--- config.mk ---
export PLATFORM = sky130hd
export DESIGN_NAME = inverse_factorial_seq_flat
export DESIGN_NICKNAME = d
export VERILOG_FILES = /design/src/rtl/inverse_factorial_seq_if.sv /design/src/rtl/inverse_factorial_seq.sv /design/src/flat_wrapper.sv
export SDC_FILE = /design/constraint.sdc
export NUM_CORES = 1
export LEC_CHECK = 0
export CORE_ASPECT_RATIO = 0.5
export CORE_MARGIN = 4
export CORE_UTILIZATION = 45
export DETAILED_ROUTE_END_ITERATION = 8
export GPL_TIMING_DRIVEN = 0
export HOLD_SLACK_MARGIN = 0.05
export PLACE_DENSITY_LB_ADDON = 0.12
export REMOVE_ABC_BUFFERS = 1
export SLEW_MARGIN = 20
export SYNTH_ARGS = -nofsm -noshare
export SYNTH_HDL_FRONTEND = slang
export SYNTH_SLANG_ARGS = --single-unit
--- constraint.sdc ---
create_clock -name clk -period 22.5 [get_ports clk]
set_input_delay 4.5 -clock clk [delete_from_list [all_inputs] [get_ports clk]]
set_output_delay 4.5 -clock clk [all_outputs]
set_load 0.01 [all_outputs]
--- src/rtl/inverse_factorial_seq_if.sv ---
// rtl/inverse_factorial_seq_if.sv - start/value request and result handshake bundle for inverse_factorial_seq
// fact_floor exists only when INVFACT_FLOOR_OUT_EN is defined.
interface inverse_factorial_seq_if #(
    parameter int N   = 4,
    parameter int OUT = 32
);
    logic           start;
    logic [OUT-1:0] value;
    logic           busy;
    logic           res_valid;
    logic           res_ready;
    logic [N-1:0]   k_out;
    logic           exact;
`ifdef INVFACT_FLOOR_OUT_EN
    logic [OUT-1:0] fact_floor;
`endif

`ifdef INVFACT_FLOOR_OUT_EN
    modport master (
        output start, value, res_ready,
        input  busy, res_valid, k_out, exact, fact_floor
    );
    modport slave (
        input  start, value, res_ready,
        output busy, res_valid, k_out, exact, fact_floor
    );
`else
    modport master (
        output start, value, res_ready,
        input  busy, res_valid, k_out, exact
    );
    modport slave (
        input  start, value, res_ready,
        output busy, res_valid, k_out, exact
    );
`endif
endinterface

--- src/rtl/inverse_factorial_seq.sv ---
// rtl/inverse_factorial_seq.sv - finds largest k with k! <= V, one multiply per cycle
// Optional macro INVFACT_FLOOR_OUT_EN adds fact_floor = k_out!.
module inverse_factorial_seq #(
    parameter int N   = 4,
    parameter int OUT = 32
) (
    input  logic                  clk,
    input  logic                  rst_n,
    inverse_factorial_seq_if.slave bus
);
    typedef enum logic [1:0] {S_IDLE, S_CALC, S_DONE} state_t;

    localparam int W = OUT + N;

    state_t         r_state, w_state_nxt;
    logic [OUT-1:0] r_prod, w_prod_nxt;
    logic [N-1:0]   r_cnt, w_cnt_nxt;
    logic [OUT-1:0] r_vreg, w_vreg_nxt;
    logic [N-1:0]   r_k, w_k_nxt;
    logic           r_exact, w_exact_nxt;
    logic [OUT-1:0] r_fact, w_fact_nxt;

    logic [W-1:0]   w_nxt;
    logic           w_term;

    // Widened before the increment so cnt = 2^N-1 still yields 2^N.
    assign w_nxt  = W'(r_prod) * (W'(r_cnt) + W'(1));
    assign w_term = (w_nxt > W'(r_vreg)) || (|w_nxt[W-1:OUT]) || (r_cnt == {N{1'b1}});

    always_ff @(posedge clk or negedge rst_n) begin
        if (!rst_n) r_state <= S_IDLE;
        else        r_state <= w_state_nxt;
    end

    always_comb begin
        w_state_nxt = r_state;
        w_prod_nxt  = r_prod;
        w_cnt_nxt   = r_cnt;
        w_vreg_nxt  = r_vreg;
        w_k_nxt     = r_k;
        w_exact_nxt = r_exact;
        w_fact_nxt  = r_fact;
        case (r_state)
            S_IDLE: begin
                if (bus.start) begin
                    w_vreg_nxt  = bus.value;
                    w_prod_nxt  = {{(OUT-1){1'b0}}, 1'b1};
                    w_cnt_nxt   = {{(N-1){1'b0}}, 1'b1};
                    w_state_nxt = S_CALC;
                end
            end
            S_CALC: begin
                // vreg is constant during CALC, so this only fires on the first cycle.
                if (r_vreg == '0) begin
                    w_k_nxt     = '0;
                    w_exact_nxt = 1'b0;
                    w_fact_nxt  = r_prod;
                    w_state_nxt = S_DONE;
                end else if (w_term) begin
                    w_k_nxt     = r_cnt;
                    w_exact_nxt = (r_prod == r_vreg);
                    w_fact_nxt  = r_prod;
                    w_state_nxt = S_DONE;
                end else begin
                    w_prod_nxt = w_nxt[OUT-1:0];
                    w_cnt_nxt  = r_cnt + N'(1);
                end
            end
            S_DONE: begin
                if (bus.res_ready) w_state_nxt = S_IDLE;
            end
            default: w_state_nxt = S_IDLE;
        endcase
    end

    always_ff @(posedge clk or negedge rst_n) begin
        if (!rst_n) begin
            r_prod  <= {{(OUT-1){1'b0}}, 1'b1};
            r_cnt   <= {{(N-1){1'b0}}, 1'b1};
            r_vreg  <= '0;
            r_k     <= '0;
            r_exact <= 1'b0;
            r_fact  <= {{(OUT-1){1'b0}}, 1'b1};
        end else begin
            r_prod  <= w_prod_nxt;
            r_cnt   <= w_cnt_nxt;
            r_vreg  <= w_vreg_nxt;
            r_k     <= w_k_nxt;
            r_exact <= w_exact_nxt;
            r_fact  <= w_fact_nxt;
        end
    end

    assign bus.busy      = (r_state != S_IDLE);
    assign bus.res_valid = (r_state == S_DONE);
    assign bus.k_out     = r_k;
    assign bus.exact     = r_exact;
`ifdef INVFACT_FLOOR_OUT_EN
    assign bus.fact_floor = r_fact;
`else
    logic w_fact_unused;
    assign w_fact_unused = ^r_fact;
`endif
endmodule

--- src/flat_wrapper.sv ---
// flat-port wrapper written by rule: the top's interface ports become plain ports
module inverse_factorial_seq_flat 
#(
    parameter int N   = 4,
    parameter int OUT = 32
)
  (clk, rst_n, bus_start, bus_value, bus_res_ready, bus_busy, bus_res_valid, bus_k_out, bus_exact);
  inverse_factorial_seq_if #(.N(N), .OUT(OUT)) bus_i ();
  input  logic clk;
  input  logic rst_n;
  input wire logic [$bits(bus_i.start)-1:0] bus_start;
  input wire logic [$bits(bus_i.value)-1:0] bus_value;
  input wire logic [$bits(bus_i.res_ready)-1:0] bus_res_ready;
  output wire logic [$bits(bus_i.busy)-1:0] bus_busy;
  output wire logic [$bits(bus_i.res_valid)-1:0] bus_res_valid;
  output wire logic [$bits(bus_i.k_out)-1:0] bus_k_out;
  output wire logic [$bits(bus_i.exact)-1:0] bus_exact;
  assign bus_i.start = bus_start;
  assign bus_i.value = bus_value;
  assign bus_i.res_ready = bus_res_ready;
  assign bus_busy = bus_i.busy;
  assign bus_res_valid = bus_i.res_valid;
  assign bus_k_out = bus_i.k_out;
  assign bus_exact = bus_i.exact;
  inverse_factorial_seq #(.N(N), .OUT(OUT)) u_core (.clk(clk), .rst_n(rst_n), .bus(bus_i));
endmodule
# Yosys cells after proc, flatten, opt, wreduce, memory -nomap -nowiden
# Cells that the tools add are included.
[totals] ff_bits=75 inputBits=36 elab_cells=48
[op_classes] addsub=2 mul=1 order_cmp=1 eq_ne=9 n_mux=17 reduce_logical=12
[ops] op="32-bit 2-to-1 mux" n=3
[ops] op="32-bit case mux with 2 select lines" n=1
[ops] op="36-bit by 32-bit greater-than comparator with 1-bit output" n=1
[ops] op="32-bit by 36-bit multiplier with 36-bit output" n=1
[ops] op="32-bit equality test" n=1
[ops] op="32-bit zero test" n=1
[ops] op="4-bit 2-to-1 mux" n=5
[ops] op="2-bit 2-to-1 mux" n=4
[ops] op="2-bit inequality test (second input constant)" n=4
[ops] op="4-bit case mux with 2 select lines" n=1
[ops] op="2-bit case mux with 3 select lines" n=1
[ops] op="2-bit nonzero test" n=3
[ops] op="4-bit by 1-bit adder with 5-bit output (second input constant)" n=1
[ops] op="4-bit by 1-bit adder with 4-bit output (second input constant)" n=1
[ops] op="4-bit equality test (second input constant)" n=1
[ops] op="2-bit AND reduction" n=2
[ops] op="4-bit AND reduction" n=1
[ops] op="4-bit OR reduction" n=1
[ops] op="3-bit by 1-bit inequality test with 1-bit output (second input constant)" n=1
[ops] op="3-bit AND reduction" n=1
[ops] op="2-bit by 1-bit equality test with 1-bit output (second input constant)" n=1
[ops] op="2-bit equality test (second input constant)" n=1
[ops] op="2-bit zero test" n=1
[ops] op="1-bit logical OR" n=2
[ops] op="1-bit 2-to-1 mux" n=2

# Depth between registers and ports, before layout
# Gate-level depths: netlist (run 1).
[depth] ltp_word=8 depth_mapped=32 depth_no_buf=28

# Worst setup path before layout (run 1)
# No wires, ideal clock.
[synth_timing] path_type="register -> register" start="register u_core.r_cnt[0]" end="register u_core.r_cnt[3]" setup_ps=127 arrival_ps=7072 t_required_ps=22373 path_slack_ps=15301 path_stages_with_launch=29 n_path_buf=3 synth_period_minus_slack_ps=7199 path_cell_list="dfstp_2 ha_1 and3_1 clkbuf_1 clkbuf_1 and2_1 fa_1 fa_1 inv_1 fa_1 inv_1 ha_1 o211ai_1 o21bai_1 a31oi_2 o31ai_2 a21oi_1 xnor2_1 ha_1 nand4_1 or4_1 nor3_2 a221oi_1 a211oi_1 or3b_1 a21oi_2 nand3_1 buf_6 mux2_1"
[synth_via] elab_chain_len=7
[synth_rtl] element="from (decl)" line="inverse_factorial_seq.sv:17" rtl="logic [N-1:0] r_cnt, w_cnt_nxt;"
[synth_rtl] element="from (signal assigned)" line="inverse_factorial_seq.sv:79" rtl="r_cnt <= {{(N-1){1'b0}}, 1'b1};"
[synth_rtl] element="from (signal assigned)" line="inverse_factorial_seq.sv:86" rtl="r_cnt <= w_cnt_nxt;"
[synth_rtl] element="4-bit by 1-bit adder with 5-bit output" line="inverse_factorial_seq.sv:27" rtl="assign w_nxt = W'(r_prod) * (W'(r_cnt) + W'(1));"
[synth_rtl] element="32-bit by 36-bit multiplier with 36-bit output" line="inverse_factorial_seq.sv:27"
[synth_rtl] element="36-bit by 32-bit greater-than comparator with 1-bit output / 4-bit OR reduction (equally long branches)" line="inverse_factorial_seq.sv:28" rtl="assign w_term = (w_nxt > W'(r_vreg)) || (|w_nxt[W-1:OUT]) || (r_cnt == {N{1'b1}});"
[synth_rtl] element="1-bit logical OR (2 in a row)" line="inverse_factorial_seq.sv:28"
[synth_rtl] element="2-bit inequality test (no source line)"
[synth_rtl] element="4-bit AND reduction (no source line)"
# Several ways; a longest one is shown, not always the timed one. The select of a mux whose other input is x is not followed.
# A chain may end at the register's enable or synchronous reset.

# Final worst setup path (run 1)
[layout_timing] start="register u_core.r_cnt[0]" end="register u_core.r_state[1]"
[layout_via] elab_chain_len=7
[layout_rtl] element="4-bit by 1-bit adder with 5-bit output" line="inverse_factorial_seq.sv:27"
[layout_rtl] element="32-bit by 36-bit multiplier with 36-bit output" line="inverse_factorial_seq.sv:27"
[layout_rtl] element="36-bit by 32-bit greater-than comparator with 1-bit output / 4-bit OR reduction (equally long branches)" line="inverse_factorial_seq.sv:28"
[layout_rtl] element="1-bit logical OR" line="inverse_factorial_seq.sv:28"
[layout_rtl] element="1-bit logical OR *" line="inverse_factorial_seq.sv:28"
[layout_rtl] element="3-bit by 1-bit inequality test with 1-bit output (no source line) *"
[layout_rtl] element="3-bit AND reduction (no source line) *"
[layout_rtl] element="to (signal assigned)" line="inverse_factorial_seq.sv:32" rtl="else r_state <= w_state_nxt;"
[layout_rtl] element="to (decl)" line="inverse_factorial_seq.sv:15" rtl="state_t r_state, w_state_nxt;"
# Every way passes the cells marked *; elsewhere a longest branch is shown, timed or not.

==> metrics.cfg, run 1 <==
[route]
vias=7792
dr.first_iter.drc_count=638
drt-wirelength-per-cell_microns=18.7
ant_nets=0
viasPerCell=5.51
drtPass1Iterations=5
finalWirelength_mm=26.4
remaining_drc_errors=0

[global_routing]
grt_max_degree=41
grt_overflow=0
grt_pass1_wl_mm=42.7
antenna_found_initial=0
grtUsageTotal=0.228
grt_pass1_vias=7788

[timing]
whs_ns=0.491
rsz0062_at_grt=no
layout_setup_ws_ns=12.85
slew_headroom=0.338
finalCriticalPeriod_ns=9.65
hold_violations=0
slew_violations=0
timing.final.crit_share=0.429
setup-tns-final_ns=0
fmaxAchievable_ghz=0.104
finalSetupViolations=0
worst_pin_slew_ns=0.991
skew_ns=0.0124

[cells_and_area]
fill_cells=1984
diodes=0
area_growth_pct=11.9
final_cells=1413
fin_area_sq_um=10600
layout-drive-gt1-share=0.0360
fin_util=0.515
fin_nets=1337

[power_and_ir_drop]
total_power_mw=1.30
p_leak_nw=5.31
comb_power_share=0.639
p_seq_frac=0.227
p_int_uw=636
clkPwrFrac=0.134
p_per_area_nw_per_um2=122
swShare=0.511
p_switching_uw=664
max-vdd-ir-drop_v=0.0000901

[floorplanning]
die-area_sq_um=23700
start_util=0.460
die_y_microns=111
rows=37
core_region_area_sq_um=20600
io-pin-count=43
fp.dieW_microns=214

[placed_design]
place.detailed.hpwl_mm=21.3
io_buffers=42
place_ws_ns=12.88
placed_cell_area_sq_um=10300
place_congestion=0.938
dp_cells=1397

[cts]
cts-resized-gates=0
clock-root-buffer=clkbuf_16
cts_htree_levels=3
clk_latency_ns=0.35
cts-buffers-inserted=9
cts.path.max_buffers=2
cts_tree=built
postCtsSetupRepairBufs=0
clk_pin_slew_ns=0.06
hold_buffers=0
clock-sinks=75

[critical_path]
worst-path-max-fanout=37
r2r_end=u_core.r_state[1]$_DFFE_PN0P_
worstPathRequired_ns=22.68
crit_type=flip-flop to flip-flop
setup.worst_path.end_class=flip-flop
cp-startpoint=u_core.r_cnt[0]$_DFFE_PN1P_
r2r_slack_ns=12.85
cp_data_arrival_time_ns=9.83
worstRegToRegCells=27
critPathLaunchType=flip-flop
timing.rr.start=u_core.r_cnt[0]$_DFFE_PN1P_

[yosys]
post-synth-top-count-cell=inv_1
avgSynthCellArea_sq_um=8.49
yosys_warnings=0
seq_area_frac_synth=0.198
syn-cell-area_sq_um=9510
synth-edff-count=0
synth_cells=1119
synth-async-reset-ratio=1.00
synth_top_area_share=0.192
ys_ff_latch=75
synth_commonest_cells=inv_1, nand2_1, and2_1
yosysTopAreaCell=dfrtp_1
synth_area_leaders=dfrtp_1, fa_1, ha_1
synth_top_flop_cell=dfrtp_1
synth_cell_type_count=59

[hold_path]
whs_endpoint=u_core.bus.k_out[1]$_DFFE_PN0P_
min_path_type=flip-flop to flip-flop
min_delay_path_depth=1
min_from=u_core.bus.k_out[1]$_DFFE_PN0P_

[flow_run]
cap_violations=0

[status]
status=complete, no violations

-- metal layers --
| metal | share of wire | vias to the layer above | track usage |
|---|---|---|---|
| met5 | 0 | - | 0 |
| met4 | 0.0082 | 0 | 0.0307 |
| met3 | 0.054 | 17 | 0.0303 |
| met2 | 0.45 | 170 | 0.357 |
| met1 | 0.49 | 3923 | 0.344 |
| li1 | - | 3682 | - |
-- layout make-up --
| cell class | count | area (sq um) | share of cell area |
|---|---|---|---|
| inverters | 161 | 604 | 0.0568 |
| repair buffers | 50 | 583 | 0.0548 |
| clock buffers | 9 | 225 | 0.0212 |
| well taps | 273 | 342 | 0.0321 |
| multi-input cells | 838 | 6880 | 0.647 |
| flip-flops and latches | 75 | 1880 | 0.177 |
| clock inverters | 7 | 124 | 0.0116 |
-- flip-flops by register name, indices dropped and copies added (netlist names) --
name              flops
u_core.r_vreg        32
u_core.r_state        2
u_core.r_prod        32
u_core.bus.k_out      4
u_core.r_cnt          4
u_core.bus.exact      1
-- power groups by stage --
stage | registers (mW) | logic [mW] | clock network (mW)
final | 0.295 | 0.831 | 0.174
after CTS | 0.295 | 0.829 | 0.175
after global routing | 0.305 | 0.930 | 0.182
after floorplan | 0.249 | 0.575 | 0
after global placement | 0.296 | 0.776 | 0
after detailed placement | 0.297 | 0.824 | 0
-- logic make-up after synthesis --
logic type | count (synthesis) | synth area share
compound gates | 174 | 0.116
xor+xnor | 66 | 0.0608
fa+ha+maj | 166 | 0.289
buf+inv | 206 | 0.0845
flops | 75 | 0.198
mux | 35 | 0.0378
simple gates | 397 | 0.215
-- layout by cell type, fill, tap and decap left out, types with 5 or more instances in the layout --
cell type / Yosys / final
a21oi_1: 44 / 44
nand2_1: 151 / 150
and2_1: 112 / 111
nor4_1: 18 / 18
clkbuf_16: 0 / 9
ha_1: 77 / 76
mux2i_1: 28 / 28
o21ai_1: 9 / 9
mux2_1: 7 / 7
clkdlybuf4s50_1: 0 / 41
xor2_1: 48 / 47
o21ai_0: 47 / 47
nand2b_1: 29 / 29
dfrtp_1: 73 / 73
a31oi_1: 7 / 7
o211ai_1: 6 / 6
o21a_1: 5 / 5
nor3_1: 5 / 5
a32o_1: 5 / 5
nor2_1: 26 / 26
nand3_1: 8 / 7
xnor2_1: 18 / 17
a21o_1: 11 / 11
nand4_1: 23 / 23
fa_1: 89 / 89
inv_1: 161 / 161
nor2b_1: 11 / 10
a211oi_1: 8 / 8
o21bai_1: 6 / 6
-- critical path: stages (launching register included) --
cell,delay [ns]
dfstp_2,0.97
ha_2,0.37
and3_2,0.65
and2_1,0.25
fa_1,0.43
fa_1,0.55
inv_1,0.06
fa_1,0.54
inv_1,0.04
ha_1,0.37
o211ai_1,0.12
o21bai_1,0.31
a31oi_2,0.22
o31ai_2,0.65
a31oi_1,0.31
o21bai_1,0.20
a21oi_1,0.10
xnor2_1,0.30
ha_1,0.31
a21oi_1,0.13
o21ai_1,0.10
a211oi_1,0.42
nand4b_1,0.33
a211oi_1,0.26
or3b_1,0.41
a21o_1,0.20
o31ai_2,0.72
o21ai_1,0.15
-- worst max path at each step --
stage                                                to  slack, ns  cells past startpoint
after floorplan             u_core.r_cnt[3]$_DFFE_PN0P_      13.40                     25
after global placement     u_core.r_prod[4]$_DFFE_PN0P_       9.93                     27
after detailed placement  u_core.r_state[1]$_DFFE_PN0P_      12.88                     27
after CTS                 u_core.r_state[1]$_DFFE_PN0P_      12.85                     27
after global routing      u_core.r_state[1]$_DFFE_PN0P_      12.21                     27
final                     u_core.r_state[1]$_DFFE_PN0P_      12.85                     27
Note: power is estimated with default switching activity, not from simulation.
==> run 2: changes to the inputs <==
==> constraint.sdc (replaced) <==
create_clock -name clk -period 9.36 [get_ports clk]
set_input_delay 1.872 -clock clk [delete_from_list [all_inputs] [get_ports clk]]
set_output_delay 1.872 -clock clk [all_outputs]
set_load 0.01 [all_outputs]
==> run 2 against run 1 <==
Net effect: highest routed layer unchanged; first-iteration DRC count increased by 15%; wire length about the same; final cell count unchanged; critical path type unchanged; worst hold slack about the same; worst setup slack got worse by 12 ns; register-to-register slack got worse by 12 ns; maximum frequency increased by 9.2%.
==> metrics.cfg, run 2 (same netlist as run 1, synthesis figures left out) <==
[status]
status=complete, no violations

[route]
drtPass1Iterations=5  ; unchanged
viasPerCell=5.54  ; +0.49%
remaining_drc_errors=0  ; unchanged
finalWirelength_mm=26.4  ; about the same
ant_nets=0  ; unchanged
dr.first_iter.drc_count=731  ; +15%
drt-wirelength-per-cell_microns=18.7  ; about the same
vias=7830  ; +0.49%

[critical_path]
worst-path-max-fanout=37  ; unchanged
critPathLaunchType=flip-flop
crit_type=flip-flop to flip-flop
r2r_end=u_core.r_cnt[3]$_DFFE_PN0P_
r2r_slack_ns=0.52  ; -12.33 ns
worstPathRequired_ns=9.58  ; -13.10 ns
timing.rr.start=u_core.r_cnt[0]$_DFFE_PN1P_
setup.worst_path.end_class=flip-flop
worstRegToRegCells=26  ; -3.7%
cp_data_arrival_time_ns=9.06  ; -0.77 ns

[cells_and_area]
seqCellArea_sq_um=1880  ; +0.20%
fin_util=0.517  ; +0.00176
mostFrequentLayoutCell=inv_1
multi_input_area_sq_um=6910  ; +0.47%
area_growth_pct=12.3
fin_area_sq_um=10700  ; +0.34%
reg_top3=u_core.r_prod: 32 flops, u_core.r_vreg: 32 flops
fill_cells=1981  ; -0.15%
mostFrequentLayoutCells=inv_1, nand2_1, and2_1, fa_1, ha_1
layout-drive-gt1-share=0.0377  ; +0.00175
fin_nets=1337  ; unchanged
diodes=0  ; unchanged

[placed_design]
place_ws_ns=-0.258  ; -13.14 ns
place_congestion=0.938  ; unchanged
io_buffers=42  ; unchanged
place.detailed.hpwl_mm=21.3  ; unchanged
placed_cell_area_sq_um=10300  ; unchanged

[timing]
finalCriticalPeriod_ns=8.84  ; -0.810 ns
slew_violations=0  ; unchanged
skew_ns=0.0113  ; -0.00114 ns
hold_violations=0  ; unchanged
finalSetupViolations=0  ; unchanged
layout_setup_ws_ns=0.520  ; -12.33 ns
timing.final.crit_share=0.944  ; +0.516
slew_headroom=0.364  ; +0.0264
worst_pin_slew_ns=0.951  ; -0.0395 ns
fmaxAchievable_ghz=0.113  ; +9.2%
rsz0062_at_grt=no

[floorplanning]
die_y_microns=111  ; unchanged
start_util=0.460  ; unchanged
core_region_area_sq_um=20600  ; unchanged
io-pin-count=43  ; unchanged
die-area_sq_um=23700  ; unchanged
fp.dieW_microns=214  ; unchanged
rows=37  ; unchanged

[cts]
cts-resized-gates=3  ; +3
clock-sinks=75  ; unchanged
cts_tree=built
clock-root-buffer=clkbuf_16
clk_pin_slew_ns=0.07  ; about the same
hold_buffers=0  ; unchanged
clk_latency_ns=0.35  ; about the same
cts-buffers-inserted=9  ; unchanged
postCtsSetupRepairBufs=0  ; unchanged
cts.path.max_buffers=2  ; unchanged
cts_htree_levels=3  ; unchanged

[power_and_ir_drop]
p_per_area_nw_per_um2=294  ; +140%
clkPwrFrac=0.133  ; about the same
max-vdd-ir-drop_v=0.000219  ; +140%
p_seq_frac=0.227  ; about the same
p_switching_mw=1.60  ; +140%
p_leak_nw=5.31  ; about the same
p_int_mw=1.53  ; +140%
comb_power_share=0.640  ; about the same
swShare=0.510  ; about the same

[hold_path]
min_delay_path_depth=1  ; unchanged
min_path_type=flip-flop to flip-flop
whs_endpoint=u_core.bus.k_out[1]$_DFFE_PN0P_
min_from=u_core.bus.k_out[1]$_DFFE_PN0P_

[global_routing]
grt_overflow=0  ; unchanged
grt_pass1_wl_mm=42.8  ; about the same
grt_max_degree=41  ; unchanged
antenna_found_initial=0  ; unchanged
grt_pass1_vias=7793  ; +0.064%
grtUsageTotal=0.228  ; about the same

[flow_run]
cap_violations=0  ; unchanged

[run 2: changes by cell type in the layout (fill, tap and decap cells not counted)]
| cell | delta |
|---|---|
| nor4_2 | +1 |
| nor4_1 | -1 |
| a211oi_2 | +1 |
| o31ai_4 | +2 |
| dfstp_2 | -1 |
| dfstp_4 | +1 |
| a211oi_1 | -1 |
| and3_4 | +1 |
| and3_2 | -1 |
| o31ai_2 | -2 |
[run 2: area by class of cell]
cell class,instances,share of cell area
clock buffers,9,0.0211
clock inverters,7,0.0116
inverters,161,0.0566
multi-input cells,838,0.648
flip-flops and latches,75,0.176
well taps,273,0.0320
repair buffers,50,0.0546
[run 2: per-layer routing]
metal / global-route usage / routed length (microns)
met1: 0.346 / 12900
met2: 0.357 / 11900
met3: 0.0280 / 1400
met4: 0.0307 / 206
met5: 0 / 0
[run 2: worst max-delay path by stage]
stage	start	end	slack [ns]
floorplan	u_core.r_cnt[0]$_DFFE_PN1P_	u_core.r_cnt[3]$_DFFE_PN0P_	0.26
global placement	u_core.r_cnt[0]$_DFFE_PN1P_	u_core.r_prod[4]$_DFFE_PN0P_	-3.21
detailed placement	u_core.r_cnt[0]$_DFFE_PN1P_	u_core.r_state[1]$_DFFE_PN0P_	-0.26
CTS	u_core.r_cnt[0]$_DFFE_PN1P_	u_core.r_cnt[3]$_DFFE_PN0P_	0.14
global route	u_core.r_cnt[0]$_DFFE_PN1P_	u_core.r_cnt[3]$_DFFE_PN0P_	0.01
finish	u_core.r_cnt[0]$_DFFE_PN1P_	u_core.r_cnt[3]$_DFFE_PN0P_	0.52
[run 2: power by group through the flow]
stage,Combinational [mW],Clock (mW),Sequential (mW)
floorplan,1.38,0,0.599
global placement,1.87,0,0.711
detailed placement,1.98,0,0.715
CTS,2.00,0.421,0.711
global route,2.24,0.436,0.734
finish,2.00,0.418,0.711
[run 2: stage by stage]
stage	total power [mW]	cells	TNS, ns	hold WS (ns)
after detailed placement	2.70	1397	-2.52	0.481
after global placement	2.58	1389	-115.58	0.473
after CTS	3.13	1413	0	0.495
after floorplan	1.98	1074	0	0.514
final	3.13	1413	0	0.491
after global routing	3.41	1413	0	0.525
[run 2: critical path: stages (launching register included)]
cell,delay [ns]
dfstp_4,0.84
ha_2,0.31
and3_4,0.47
and2_1,0.23
fa_1,0.42
fa_1,0.54
inv_1,0.06
fa_1,0.54
inv_1,0.05
ha_1,0.36
a21o_1,0.22
o21bai_1,0.23
a31oi_2,0.44
o31ai_4,0.19
a21oi_1,0.37
xnor2_1,0.21
ha_1,0.34
nand4_1,0.19
or4_1,0.52
nor3_2,0.24
a221oi_1,0.18
a211oi_1,0.24
or3b_1,0.40
a21oi_2,0.22
nand3_4,0.19
buf_12,0.29
mux2_1,0.35
